File: src/rtl/window_scheduler_if.sv
// Bundle of job-control, write-strobe and window-handshake signals between
// the window scheduler and its producer/consumer environment.
interface window_scheduler_if #(
    parameter int SIZE  = 16,
    parameter int K     = 4,
    parameter int CNT_W = 8
);
    localparam int PTR_W  = $clog2(SIZE);
    localparam int OCC_W  = $clog2(SIZE) + 1;
    localparam int STEP_W = $clog2(K) + 1;

    logic              start;
    logic [CNT_W-1:0]  n_win;
    logic [STEP_W-1:0] step;
    logic              wr_en;
    logic              win_ready;
    logic              win_valid;
    logic [PTR_W-1:0]  win_base;
    logic [OCC_W-1:0]  occupancy;
    logic              busy;
    logic              done;
    logic              overflow;

    modport master (
        output start, n_win, step, wr_en, win_ready,
        input  win_valid, win_base, occupancy, busy, done, overflow
    );

    modport slave (
        input  start, n_win, step, wr_en, win_ready,
        output win_valid, win_base, occupancy, busy, done, overflow
    );
endinterface

File: src/rtl/window_scheduler.sv
// Sliding-window scheduler over a circular buffer: tracks occupancy from a
// write strobe and issues K-wide window base indices, advancing by a clamped
// step after each consumer handshake.
//
// state       | meaning
// ------------+-----------------------------------------------------------
// S_IDLE      | waiting for start; writes ignored
// S_WAIT_DATA | collecting writes until at least K unread elements exist
// S_ISSUE     | win_valid held with win_base until the consumer accepts
// S_DONE      | one-cycle done pulse, then back to S_IDLE
module window_scheduler #(
    parameter int SIZE  = 16,
    parameter int K     = 4,
    parameter int CNT_W = 8
) (
    input  logic          clk_i,
    input  logic          rst_i,
    window_scheduler_if.slave bus
);
    localparam int PTR_W  = $clog2(SIZE);
    localparam int OCC_W  = $clog2(SIZE) + 1;
    localparam int STEP_W = $clog2(K) + 1;
    localparam int SUM_W  = PTR_W + 1;

    localparam logic [STEP_W-1:0] K_STEP   = STEP_W'(K);
    localparam logic [OCC_W-1:0]  K_OCC    = OCC_W'(K);
    localparam logic [OCC_W-1:0]  SIZE_OCC = OCC_W'(SIZE);
    localparam logic [SUM_W-1:0]  SIZE_SUM = SUM_W'(SIZE);
    localparam logic [PTR_W-1:0]  PTR_LAST = PTR_W'(SIZE - 1);

    typedef enum logic [1:0] {
        S_IDLE,
        S_WAIT_DATA,
        S_ISSUE,
        S_DONE
    } state_t;

    state_t            state_q, state_d;
    logic [CNT_W-1:0]  n_win_q, n_win_d;
    logic [STEP_W-1:0] step_q, step_d;
    logic [PTR_W-1:0]  rd_ptr_q, rd_ptr_d;
    logic [PTR_W-1:0]  wr_ptr_q, wr_ptr_d;
    logic [OCC_W-1:0]  occ_q, occ_d;
    logic [CNT_W-1:0]  win_cnt_q, win_cnt_d;
    logic              overflow_q, overflow_d;
    logic              win_valid_q, win_valid_d;
    logic [PTR_W-1:0]  win_base_q, win_base_d;

    logic [STEP_W-1:0] step_clamp;
    logic [SUM_W-1:0]  rd_sum;
    logic [PTR_W-1:0]  rd_next;
    logic              hs;
    logic              active;
    logic              wr_ok;
    logic              wr_acc;
    logic              last_win;

    // Clamp the requested step into 1..K so occupancy can never underflow.
    always_comb begin
        step_clamp = bus.step;
        if (bus.step == '0) begin
            step_clamp = STEP_W'(1);
        end else if (bus.step > K_STEP) begin
            step_clamp = K_STEP;
        end
    end

    // Pointer advance wraps by compare-and-subtract so SIZE need not be 2^n.
    assign rd_sum   = {1'b0, rd_ptr_q} + SUM_W'(step_q);
    assign rd_next  = (rd_sum >= SIZE_SUM) ? PTR_W'(rd_sum - SIZE_SUM) : PTR_W'(rd_sum);
    assign hs       = (state_q == S_ISSUE) && win_valid_q && bus.win_ready;
    assign active   = (state_q == S_WAIT_DATA) || (state_q == S_ISSUE);
    assign wr_ok    = active && bus.wr_en;
    assign wr_acc   = wr_ok && (occ_q < SIZE_OCC);
    assign last_win = (win_cnt_q == n_win_q - CNT_W'(1));

    // Next-state, pointer and occupancy logic.
    always_comb begin
        state_d     = state_q;
        n_win_d     = n_win_q;
        step_d      = step_q;
        rd_ptr_d    = rd_ptr_q;
        wr_ptr_d    = wr_ptr_q;
        occ_d       = occ_q;
        win_cnt_d   = win_cnt_q;
        overflow_d  = overflow_q;
        win_valid_d = win_valid_q;
        win_base_d  = win_base_q;

        case (state_q)
            S_IDLE: begin
                if (bus.start) begin
                    n_win_d    = bus.n_win;
                    step_d     = step_clamp;
                    rd_ptr_d   = '0;
                    wr_ptr_d   = '0;
                    occ_d      = '0;
                    win_cnt_d  = '0;
                    overflow_d = 1'b0;
                    state_d    = (bus.n_win == '0) ? S_DONE : S_WAIT_DATA;
                end
            end
            S_WAIT_DATA: begin
                if (occ_q >= K_OCC) begin
                    state_d     = S_ISSUE;
                    win_valid_d = 1'b1;
                    win_base_d  = rd_ptr_q;
                end
            end
            S_ISSUE: begin
                if (hs) begin
                    win_valid_d = 1'b0;
                    rd_ptr_d    = rd_next;
                    win_cnt_d   = win_cnt_q + CNT_W'(1);
                    state_d     = last_win ? S_DONE : S_WAIT_DATA;
                end
            end
            S_DONE: begin
                state_d = S_IDLE;
            end
            default: begin
                state_d = S_IDLE;
            end
        endcase

        // Full check uses the pre-update occupancy, even on a handshake cycle.
        if (wr_ok) begin
            if (wr_acc) begin
                wr_ptr_d = (wr_ptr_q == PTR_LAST) ? '0 : wr_ptr_q + PTR_W'(1);
            end else begin
                overflow_d = 1'b1;
            end
        end

        if (active) begin
            occ_d = occ_q + OCC_W'(wr_acc) - (hs ? OCC_W'(step_q) : '0);
        end
    end

    // State register with synchronous reset taking priority over everything.
    always_ff @(posedge clk_i) begin
        if (rst_i) begin
            state_q     <= S_IDLE;
            n_win_q     <= '0;
            step_q      <= '0;
            rd_ptr_q    <= '0;
            wr_ptr_q    <= '0;
            occ_q       <= '0;
            win_cnt_q   <= '0;
            overflow_q  <= 1'b0;
            win_valid_q <= 1'b0;
            win_base_q  <= '0;
        end else begin
            state_q     <= state_d;
            n_win_q     <= n_win_d;
            step_q      <= step_d;
            rd_ptr_q    <= rd_ptr_d;
            wr_ptr_q    <= wr_ptr_d;
            occ_q       <= occ_d;
            win_cnt_q   <= win_cnt_d;
            overflow_q  <= overflow_d;
            win_valid_q <= win_valid_d;
            win_base_q  <= win_base_d;
        end
    end

    assign bus.win_valid = win_valid_q;
    assign bus.win_base  = win_base_q;
    assign bus.occupancy = occ_q;
    assign bus.overflow  = overflow_q;
    assign bus.busy      = active;
    assign bus.done      = (state_q == S_DONE);
endmodule

File: src/flat_wrapper.sv
// flat-port wrapper written by rule: the top's interface ports become plain ports
module window_scheduler_flat 
#(
    parameter int SIZE  = 16,
    parameter int K     = 4,
    parameter int CNT_W = 8
)
  (clk_i, rst_i, bus_start, bus_n_win, bus_step, bus_wr_en, bus_win_ready, bus_win_valid, bus_win_base, bus_occupancy, bus_busy, bus_done, bus_overflow);
  window_scheduler_if #(.SIZE(SIZE), .K(K), .CNT_W(CNT_W)) bus_i ();
  input  logic clk_i;
  input  logic rst_i;
  input wire logic [$bits(bus_i.start)-1:0] bus_start;
  input wire logic [$bits(bus_i.n_win)-1:0] bus_n_win;
  input wire logic [$bits(bus_i.step)-1:0] bus_step;
  input wire logic [$bits(bus_i.wr_en)-1:0] bus_wr_en;
  input wire logic [$bits(bus_i.win_ready)-1:0] bus_win_ready;
  output wire logic [$bits(bus_i.win_valid)-1:0] bus_win_valid;
  output wire logic [$bits(bus_i.win_base)-1:0] bus_win_base;
  output wire logic [$bits(bus_i.occupancy)-1:0] bus_occupancy;
  output wire logic [$bits(bus_i.busy)-1:0] bus_busy;
  output wire logic [$bits(bus_i.done)-1:0] bus_done;
  output wire logic [$bits(bus_i.overflow)-1:0] bus_overflow;
  assign bus_i.start = bus_start;
  assign bus_i.n_win = bus_n_win;
  assign bus_i.step = bus_step;
  assign bus_i.wr_en = bus_wr_en;
  assign bus_i.win_ready = bus_win_ready;
  assign bus_win_valid = bus_i.win_valid;
  assign bus_win_base = bus_i.win_base;
  assign bus_occupancy = bus_i.occupancy;
  assign bus_busy = bus_i.busy;
  assign bus_done = bus_i.done;
  assign bus_overflow = bus_i.overflow;
  window_scheduler #(.SIZE(SIZE), .K(K), .CNT_W(CNT_W)) u_core (.clk_i(clk_i), .rst_i(rst_i), .bus(bus_i));
endmodule
File: config.mk
export PLATFORM = sky130hd
export DESIGN_NAME = window_scheduler_flat
export DESIGN_NICKNAME = d
export VERILOG_FILES = /design/src/rtl/window_scheduler_if.sv /design/src/rtl/window_scheduler.sv /design/src/flat_wrapper.sv
export SDC_FILE = /design/constraint.sdc
export NUM_CORES = 1
export LEC_CHECK = 0
export ABC_AREA = 1
export BUFFER_PORTS_ARGS = -buffer_cell sky130_fd_sc_hd__buf_2
export CAP_MARGIN = 20
export CORE_MARGIN = 2
export CORE_UTILIZATION = 55
export CTS_CLUSTER_DIAMETER = 50
export DETAILED_ROUTE_END_ITERATION = 7
export GPL_TIMING_DRIVEN = 0
export HOLD_SLACK_MARGIN = 0.02
export PLACE_DENSITY = 0.85
export SYNTH_ARGS = -nofsm -noshare
export SYNTH_HDL_FRONTEND = slang
export SYNTH_SLANG_ARGS = --single-unit
File: constraint.sdc
create_clock -name clk_i -period 5.86 [get_ports clk_i]
set_clock_uncertainty 0.2 [all_clocks]
set_input_delay 0.293 -clock clk_i [delete_from_list [all_inputs] [get_ports clk_i]]
set_output_delay 0.293 -clock clk_i [all_outputs]
set_load 0.005 [all_outputs]
==> out/qor.log, run 1 <==
INFO  flow_run       cap_viol_max_count=0
INFO  synthesis      async_reset_ff_share=0%
INFO  synthesis      synthesis.nets=337
INFO  outcome        result_of_the_run=completed
INFO  synthesis      synthCells=300
INFO  floorplanning  initial_core_util=57.90%
INFO  critical_path  worst_r2r_startpoint=u_core.state_q[0]
INFO  cts            cts_post_setup_buffers_inserted=0
INFO  sta            finalSetupViolations=0
INFO  synthesis      synth.distinct_cells=31
INFO  layout         layout.filler_cells=348
INFO  sta            slew_violations=0
INFO  layout         area_grow_syn2layout=13.59%
INFO  sta            fin_ws=3.088ns
INFO  synthesis      seq_area_frac_synth=33.74%
INFO  pwr            internal-power=0.5373mW
INFO  critical_path  timing.reg2reg.setup_slack=3.09ns
INFO  critical_path  cp_cell_sequence=inv_1 > ha_1 > inv_2 > nor3b_1 > ha_1 > inv_1 > ha_1 > fa_1 > nand3_1 > nand2_1 > xnor2_1 > nand2_1 > a21oi_1
INFO  cts            depth_of_the_cts_h_tree=2
INFO  synthesis      synth_top_area_cell=dfxtp_1
INFO  floorplanning  die_x=66.32um
INFO  synthesis      yosys.area.top_type_share=33.74%
INFO  cts            clock_latency_late_sink=0.29ns
INFO  critical_path  cp-end-kind=flop
INFO  routing        route.detailed.drc=0
INFO  global_route   grt_max_degree=11
INFO  min_path       whs_path_depth=3
INFO  cts            tritoncts.num_buffers=5
INFO  floorplanning  fp.dieH=66.32um
INFO  sta            post-route-period-util=47.30%
INFO  pwr            power_frac_seq=35.6%
INFO  global_route   number_of_antenna_violations_at_the_first_check_in_global_routing=0
INFO  synthesis      synth_compound_gate_area_share=17.05%
INFO  layout         finish.cell_count_without_fillers=384
INFO  routing        wirelength=4.637mm
INFO  min_path       min_from=bus_step[1]
INFO  critical_path  r2r.worst_path.cells=13
INFO  synthesis      synth-edff-count=0
INFO  placed_design  dp.final_hpwl=3.687mm
INFO  sta            worst-slew-pin-transition=0.4802ns
INFO  cts            postCtsResizedCells=0
INFO  sta            setup_tns=0ns
INFO  synthesis      syn-cell-area=0.002136mm2
INFO  sta            slew-limit-headroom=67.99%
INFO  synthesis      post_synth_mux_area_share=0%
INFO  cts            clk_pin_slew_worst_paths=0.07ns
INFO  floorplanning  die_footprint=0.004398mm2
INFO  routing        detailroute.via_count=1970
INFO  layout         multiInputGateArea=0.001231mm2
INFO  floorplanning  floorplan.io_pins=29
INFO  placed_design  pre_cts_ws=3.128ns
INFO  cts            tritoncts_num_sinks=36
INFO  global_route   global_route.overflow_total=0
INFO  pwr            p_sw=0.3965mW
INFO  critical_path  crit_path_max_incr_delay=0.41ns
INFO  critical_path  crit_path_max_fanout=9
INFO  synthesis      synthTopCellsByArea=dfxtp_1 34%, ha_1 11%, nand2_1 10%
INFO  critical_path  cp_top_family=adder cells
INFO  placed_design  portBuffers=28
INFO  routing        drt.antenna.violating_nets=0
INFO  routing        wl_per_cell=12.08um
INFO  synthesis      yosys_register_bits=36
INFO  layout         design.final.nets=372
INFO  global_route   number_of_global_route_vias_before_repair=1924
INFO  routing        drtIter0Drc=93
INFO  cts            clockBufferDepth=2
INFO  critical_path  startpoint_types=flop
INFO  layout         register_area=720.7um2
INFO  synthesis      synth_xor_xnor_area_share=3.281%
INFO  synthesis      synthesis.area_per_instance=7.119um2
INFO  sta            layout_min_cycle_time=2.772ns
INFO  layout         num_antenna_cells=0
INFO  critical_path  cpMostUsedCell=ha_1
INFO  pwr            power_frac_comb=44.8%
INFO  pwr            clock_power_share=19.6%
INFO  pwr            power.ir.vdd_worst=0.1886mV
INFO  synthesis      synthesis.yosys.warnings=0
INFO  cts            root_buffer=clkbuf_8
INFO  cts            holdBufCountCts=0
INFO  critical_path  worst-path-buf-inv=3
INFO  sta            finalHoldViolations=0
INFO  pwr            power.leakage=1.108nW
INFO  global_route   grt_usage=24.19%
INFO  min_path       hold_class=input port to flop
INFO  cts            tritoncts=yes
INFO  critical_path  reg2reg_to=u_core.bus.occupancy[4]
INFO  min_path       holdPathEnd=u_core.step_q[1]
INFO  critical_path  setup.worst_path.class=flop to flop
INFO  placed_design  place.gp.congestion=0.8622
INFO  synthesis      arithmetic_cell_share_of_the_synthesized_area_counting_full_adders_half_adders_and_majority_gates=13.01%
INFO  synthesis      synth-main-ff-cell=dfxtp_1
INFO  critical_path  critical_path_slowest_stage_cell=dfxtp_1
INFO  sta            max_freq=0.3608GHz
INFO  global_route   grt_pass1_wl=8.045mm
INFO  floorplanning  site_rows=22
INFO  critical_path  cp_data_required_time=5.88ns
INFO  synthesis      synth_top_family_by_area=simple AND/OR/NAND/NOR gates
INFO  placed_design  place.detailed.instances=376
INFO  floorplanning  design.core.area=0.003689mm2
INFO  synthesis      synthSimpleGateAreaFrac=24.31%
INFO  pwr            power_density=384.9mW/mm2
INFO  routing        drtPass1Iterations=4
INFO  routing        routed_via_density=5.130
INFO  sta            rsz_0062_raised_after_global_routing=false
INFO  layout         drive_above_1_share=13.69%
INFO  critical_path  worst_ep_arrival_time=2.79ns
INFO  layout         fin_area=0.002426mm2
INFO  placed_design  detailed_place.area=0.002336mm2
INFO  pwr            switching_share=42.46%
==> sequential cells by signal (all words and copies together), names as in the netlist <==
| name | count |
|---|---|
| u_core.step_q | 3 |
| u_core.win_cnt_q | 8 |
| u_core.bus.win_valid | 1 |
| u_core.n_win_q | 8 |
| u_core.bus.overflow | 1 |
| u_core.rd_ptr_q | 4 |
| u_core.bus.win_base | 4 |
| u_core.state_q | 2 |
| u_core.bus.occupancy | 5 |
==> cell type report <==
cell class,instances,area share (%)
repair buffers,28,5.776
plain buffers,4,0.9283
inverters,43,6.653
well taps,48,2.475
clock buffers,8,3.713
multi-input cells,217,50.75
flip-flops and latches,36,29.71
==> cells by family after synthesis <==
kind of cell               after synthesis
adders and majority gates               21
xor gates and xnor gates                 8
and+or+nand+nor                        121
AOI/OAI and AO/OA                       67
buffers and inverters                   47
DFF                                     36
==> worst max-delay path by stage <==
stage / slack, ns / depth (start not counted) / startpoint / to
after CTS: 3.09 / 13 / u_core.state_q[0] / u_core.bus.occupancy[4]
final: 3.09 / 13 / u_core.state_q[0] / u_core.bus.occupancy[4]
after global routing: 2.93 / 13 / u_core.state_q[0] / u_core.bus.occupancy[4]
after detailed placement: 3.13 / 13 / u_core.state_q[0] / u_core.bus.occupancy[4]
after floorplan: 3.38 / 13 / u_core.state_q[0] / u_core.bus.occupancy[4]
after global placement: 3.17 / 13 / u_core.state_q[0] / u_core.bus.occupancy[4]
==> tightest hold or removal path, stage by stage <==
cell and delay [ns]:
buf_2 0.10, nand2_1 0.05, a21oi_1 0.05
==> cells in the final DEF (no fill, tap or decap) <==
cell type	instances
a211oi_1	1
a21o_1	1
a21oi_1	32
a21oi_2	1
a21oi_4	1
a31oi_1	2
buf_2	28
buf_6	1
clkbuf_1	5
clkbuf_8	6
dfxtp_1	36
fa_1	2
ha_1	19
inv_1	41
inv_2	2
nand2_1	59
nand2_2	1
nand3_1	10
nand3_2	1
nor2_1	40
nor2_2	1
nor3_1	1
nor3_2	2
nor3_4	1
nor3b_1	2
nor4_1	2
o21ai_0	26
o21ai_1	1
o21ai_2	1
o21bai_1	1
or2_1	1
xnor2_1	5
xor2_1	3
==> stage by stage <==
stage          hold WS (ns)  utilization [%]  power (mW)
3_3_place_gp         0.2497            63.33      0.7350
3_5_place_dp         0.2580            63.33      0.7517
6_report            0.05705            65.77      0.9337
5_1_grt             0.07204            65.77       1.019
2_1_floorplan        0.2358                -      0.6474
4_1_cts             0.04759            65.77      0.9383
==> power by group through the flow <==
stage | Sequential [mW] | Clock (mW) | Combinational, mW
after floorplan | 0.325 | 0 | 0.322
after global placement | 0.334 | 0 | 0.401
after detailed placement | 0.337 | 0 | 0.415
after CTS | 0.332 | 0.187 | 0.419
after global routing | 0.337 | 0.199 | 0.483
final | 0.332 | 0.183 | 0.418
==> per-layer routing <==
metal / vias up / wire (um) / GRT usage [%]
met3: 10 / 276 / 6.814
met5: - / 0 / 0
met2: 42 / 2247 / 42.13
li1: 1037 / - / -
met1: 881 / 2039 / 27.54
met4: 0 / 74 / 9.949
==> synth_stat cells, types with 2 or more instances <==
master	n
inv_2	2
fa_1	2
clkbuf_1	3
nand2_1	59
nor2_1	40
xnor2_1	5
nor3_2	2
xor2_1	3
a31oi_1	2
a21oi_1	32
o21ai_0	26
dfxtp_1	36
nor4_1	2
nor3b_1	2
nand3_1	10
inv_1	41
ha_1	19
Note: power is estimated with default switching activity, not from simulation.
==> run 2: changes to the inputs <==
--- a/config.mk
+++ b/config.mk
@@ -9,12 +9,12 @@
 export BUFFER_PORTS_ARGS = -buffer_cell sky130_fd_sc_hd__buf_2
 export CAP_MARGIN = 20
 export CORE_MARGIN = 2
-export CORE_UTILIZATION = 55
+export CORE_UTILIZATION = 52
 export CTS_CLUSTER_DIAMETER = 50
 export DETAILED_ROUTE_END_ITERATION = 7
 export GPL_TIMING_DRIVEN = 0
 export HOLD_SLACK_MARGIN = 0.02
-export PLACE_DENSITY = 0.85
+export PLACE_DENSITY = 0.84
 export SYNTH_ARGS = -nofsm -noshare
 export SYNTH_HDL_FRONTEND = slang
 export SYNTH_SLANG_ARGS = --single-unit
==> constraint.sdc (replaced) <==
create_clock -name clk_i -period 2.4 [get_ports clk_i]
set_clock_uncertainty 0.2 [all_clocks]
set_input_delay 0.12 -clock clk_i [delete_from_list [all_inputs] [get_ports clk_i]]
set_output_delay 0.12 -clock clk_i [all_outputs]
set_load 0.005 [all_outputs]
==> out/qor.log, run 2 (same netlist as run 1, synthesis figures left out) <==
INFO  outcome        result_of_the_run=completed
INFO  floorplanning  initial_core_util=53.78%
INFO  layout         area_grow_syn2layout=27.89%
INFO  routing        route.detailed.drc=0
INFO  cts            clock_latency_late_sink=0.29ns
INFO  placed_design  place.gp.congestion=0.8346
INFO  routing        routed_via_density=5.159
INFO  critical_path  startpoint_types=flop
INFO  global_route   number_of_global_route_vias_before_repair=1977
INFO  cts            tritoncts=yes
INFO  sta            max_freq=0.4199GHz
INFO  floorplanning  die_footprint=0.004636mm2
INFO  routing        drtPass1Iterations=4
INFO  routing        drt.antenna.violating_nets=0
INFO  routing        wirelength=5.047mm
INFO  routing        drtIter0Drc=123
INFO  critical_path  setup.worst_path.class=flop to flop
INFO  critical_path  worst_ep_arrival_time=2.40ns
INFO  floorplanning  site_rows=23
INFO  floorplanning  design.core.area=0.003971mm2
INFO  layout         fin_area=0.002731mm2
INFO  placed_design  dp.final_hpwl=3.474mm
INFO  sta            post-route-period-util=99.22%
INFO  layout         finish.cell_count_without_fillers=408
INFO  critical_path  crit_path_max_fanout=5
INFO  floorplanning  floorplan.io_pins=29
INFO  sta            finalHoldViolations=0
INFO  sta            worst-slew-pin-transition=0.5062ns
INFO  cts            tritoncts.num_buffers=5
INFO  layout         final_common_cell=nand2_1
INFO  layout         drive_above_1_share=18.99%
INFO  sta            layout_min_cycle_time=2.381ns
INFO  routing        wl_per_cell=12.37um
INFO  cts            root_buffer=clkbuf_8
INFO  placed_design  portBuffers=28
INFO  sta            slew_violations=0
INFO  floorplanning  die_x=68.09um
INFO  global_route   global_route.overflow_total=0
INFO  critical_path  cp_data_required_time=2.42ns
INFO  routing        detailroute.via_count=2105
INFO  layout         layout.filler_cells=312
INFO  sta            finalSetupViolations=0
INFO  pwr            power.ir.vdd_worst=0.4819mV
INFO  pwr            power.leakage=1.225nW
INFO  sta            slew-limit-headroom=66.25%
INFO  flow_run       cap_viol_max_count=0
INFO  layout         final_cell_mix=58 x nand2_1, 40 x inv_1, 39 x nor2_1, 34 x dfxtp_1, 32 x a21oi_1
INFO  min_path       hold_class=input port to flop
INFO  global_route   grt_pass1_wl=8.162mm
INFO  global_route   grt_max_degree=12
INFO  layout         num_antenna_cells=0
INFO  global_route   grt_usage=23.72%
INFO  cts            clk_pin_slew_worst_paths=0.07ns
INFO  critical_path  cp-end-kind=flop
INFO  sta            rsz_0062_raised_after_global_routing=true
INFO  pwr            power_density=922.9mW/mm2
INFO  cts            tritoncts_num_sinks=36
INFO  placed_design  place.detailed.instances=378
INFO  layout         design.final.nets=394
INFO  cts            clockBufferDepth=2
INFO  placed_design  detailed_place.area=0.002345mm2
INFO  floorplanning  fp.dieH=68.09um
INFO  pwr            total_power=2.521mW
INFO  global_route   number_of_antenna_violations_at_the_first_check_in_global_routing=0
INFO  cts            depth_of_the_cts_h_tree=2
run 2: critical path: stages, from the launching register on:
cell and delay [ns]:
dfxtp_4 0.37, inv_4 0.05, ha_4 0.17, inv_8 0.06, nor3b_2 0.04, ha_1 0.27, inv_1 0.04, ha_2 0.19
fa_2 0.42, nand3_2 0.08, nand2_2 0.07, xnor2_2 0.15, nand2_1 0.06, a21oi_1 0.14
run 2: final timing paths:
path	start	endpoint	slack (ns)	cells after the start
setup / recovery	u_core.state_q[0]	u_core.bus.occupancy[4]	0.02	13
hold / removal	bus_start	u_core.bus.occupancy[2]	0.08	4
setup reg to reg	u_core.state_q[0]	u_core.bus.occupancy[4]	0.02	13
hold reg to reg	u_core.bus.overflow	u_core.bus.overflow	0.27	2
run 2: per-layer routing:
| metal | global-route usage (%) | share of wire, % |
|---|---|---|
| met2 | 42.84 | 48 |
| met3 | 6.250 | 4.3 |
| met4 | 8.250 | 1.2 |
| met1 | 26.69 | 46 |
| met5 | 0 | 0 |
run 2: where the power goes:
group	total [mW]	internal, mW	switching, mW
registers	0.818	0.709	0.110
clock network	0.527	0.308	0.219
logic	1.18	0.474	0.702
total	2.52	1.49	1.03
run 2: timing repair:
item                       CTS  global route
hold endpoints to repair    18             0
pin swaps                    0             6
setup endpoints to repair    3             3
hold buffers                15             0
buffers inserted             1             6
resized for setup            7            10
run 2: per-stage QoR:
step	utilization, %	TNS [ns]	setup WS (ns)	hold slack [ns]
3_5_place_dp	59.04	-0.2896	-0.1804	0.1884
5_1_grt	68.78	-0.1023	-0.1023	0.09335
6_report	68.78	0	0.01875	0.07969
3_3_place_gp	59.04	-0.1670	-0.1196	0.1834
4_1_cts	66.26	0	0.0004088	0.06738
2_1_floorplan	-	0	0.04784	0.06277
run 2: layout make-up:
type / instances / area (um2) / area share, %
Clock buffer: 6 / 72.57 / 2.657
Sequential cell: 36 / 725.7 / 26.57
Clock inverter: 2 / 35.03 / 1.283
Multi-Input combinational cell: 217 / 1299 / 47.55
Timing Repair Buffer: 50 / 342.8 / 12.55
Tap cell: 50 / 62.56 / 2.290
Inverter: 43 / 171.4 / 6.276
Buffer: 4 / 22.52 / 0.8246
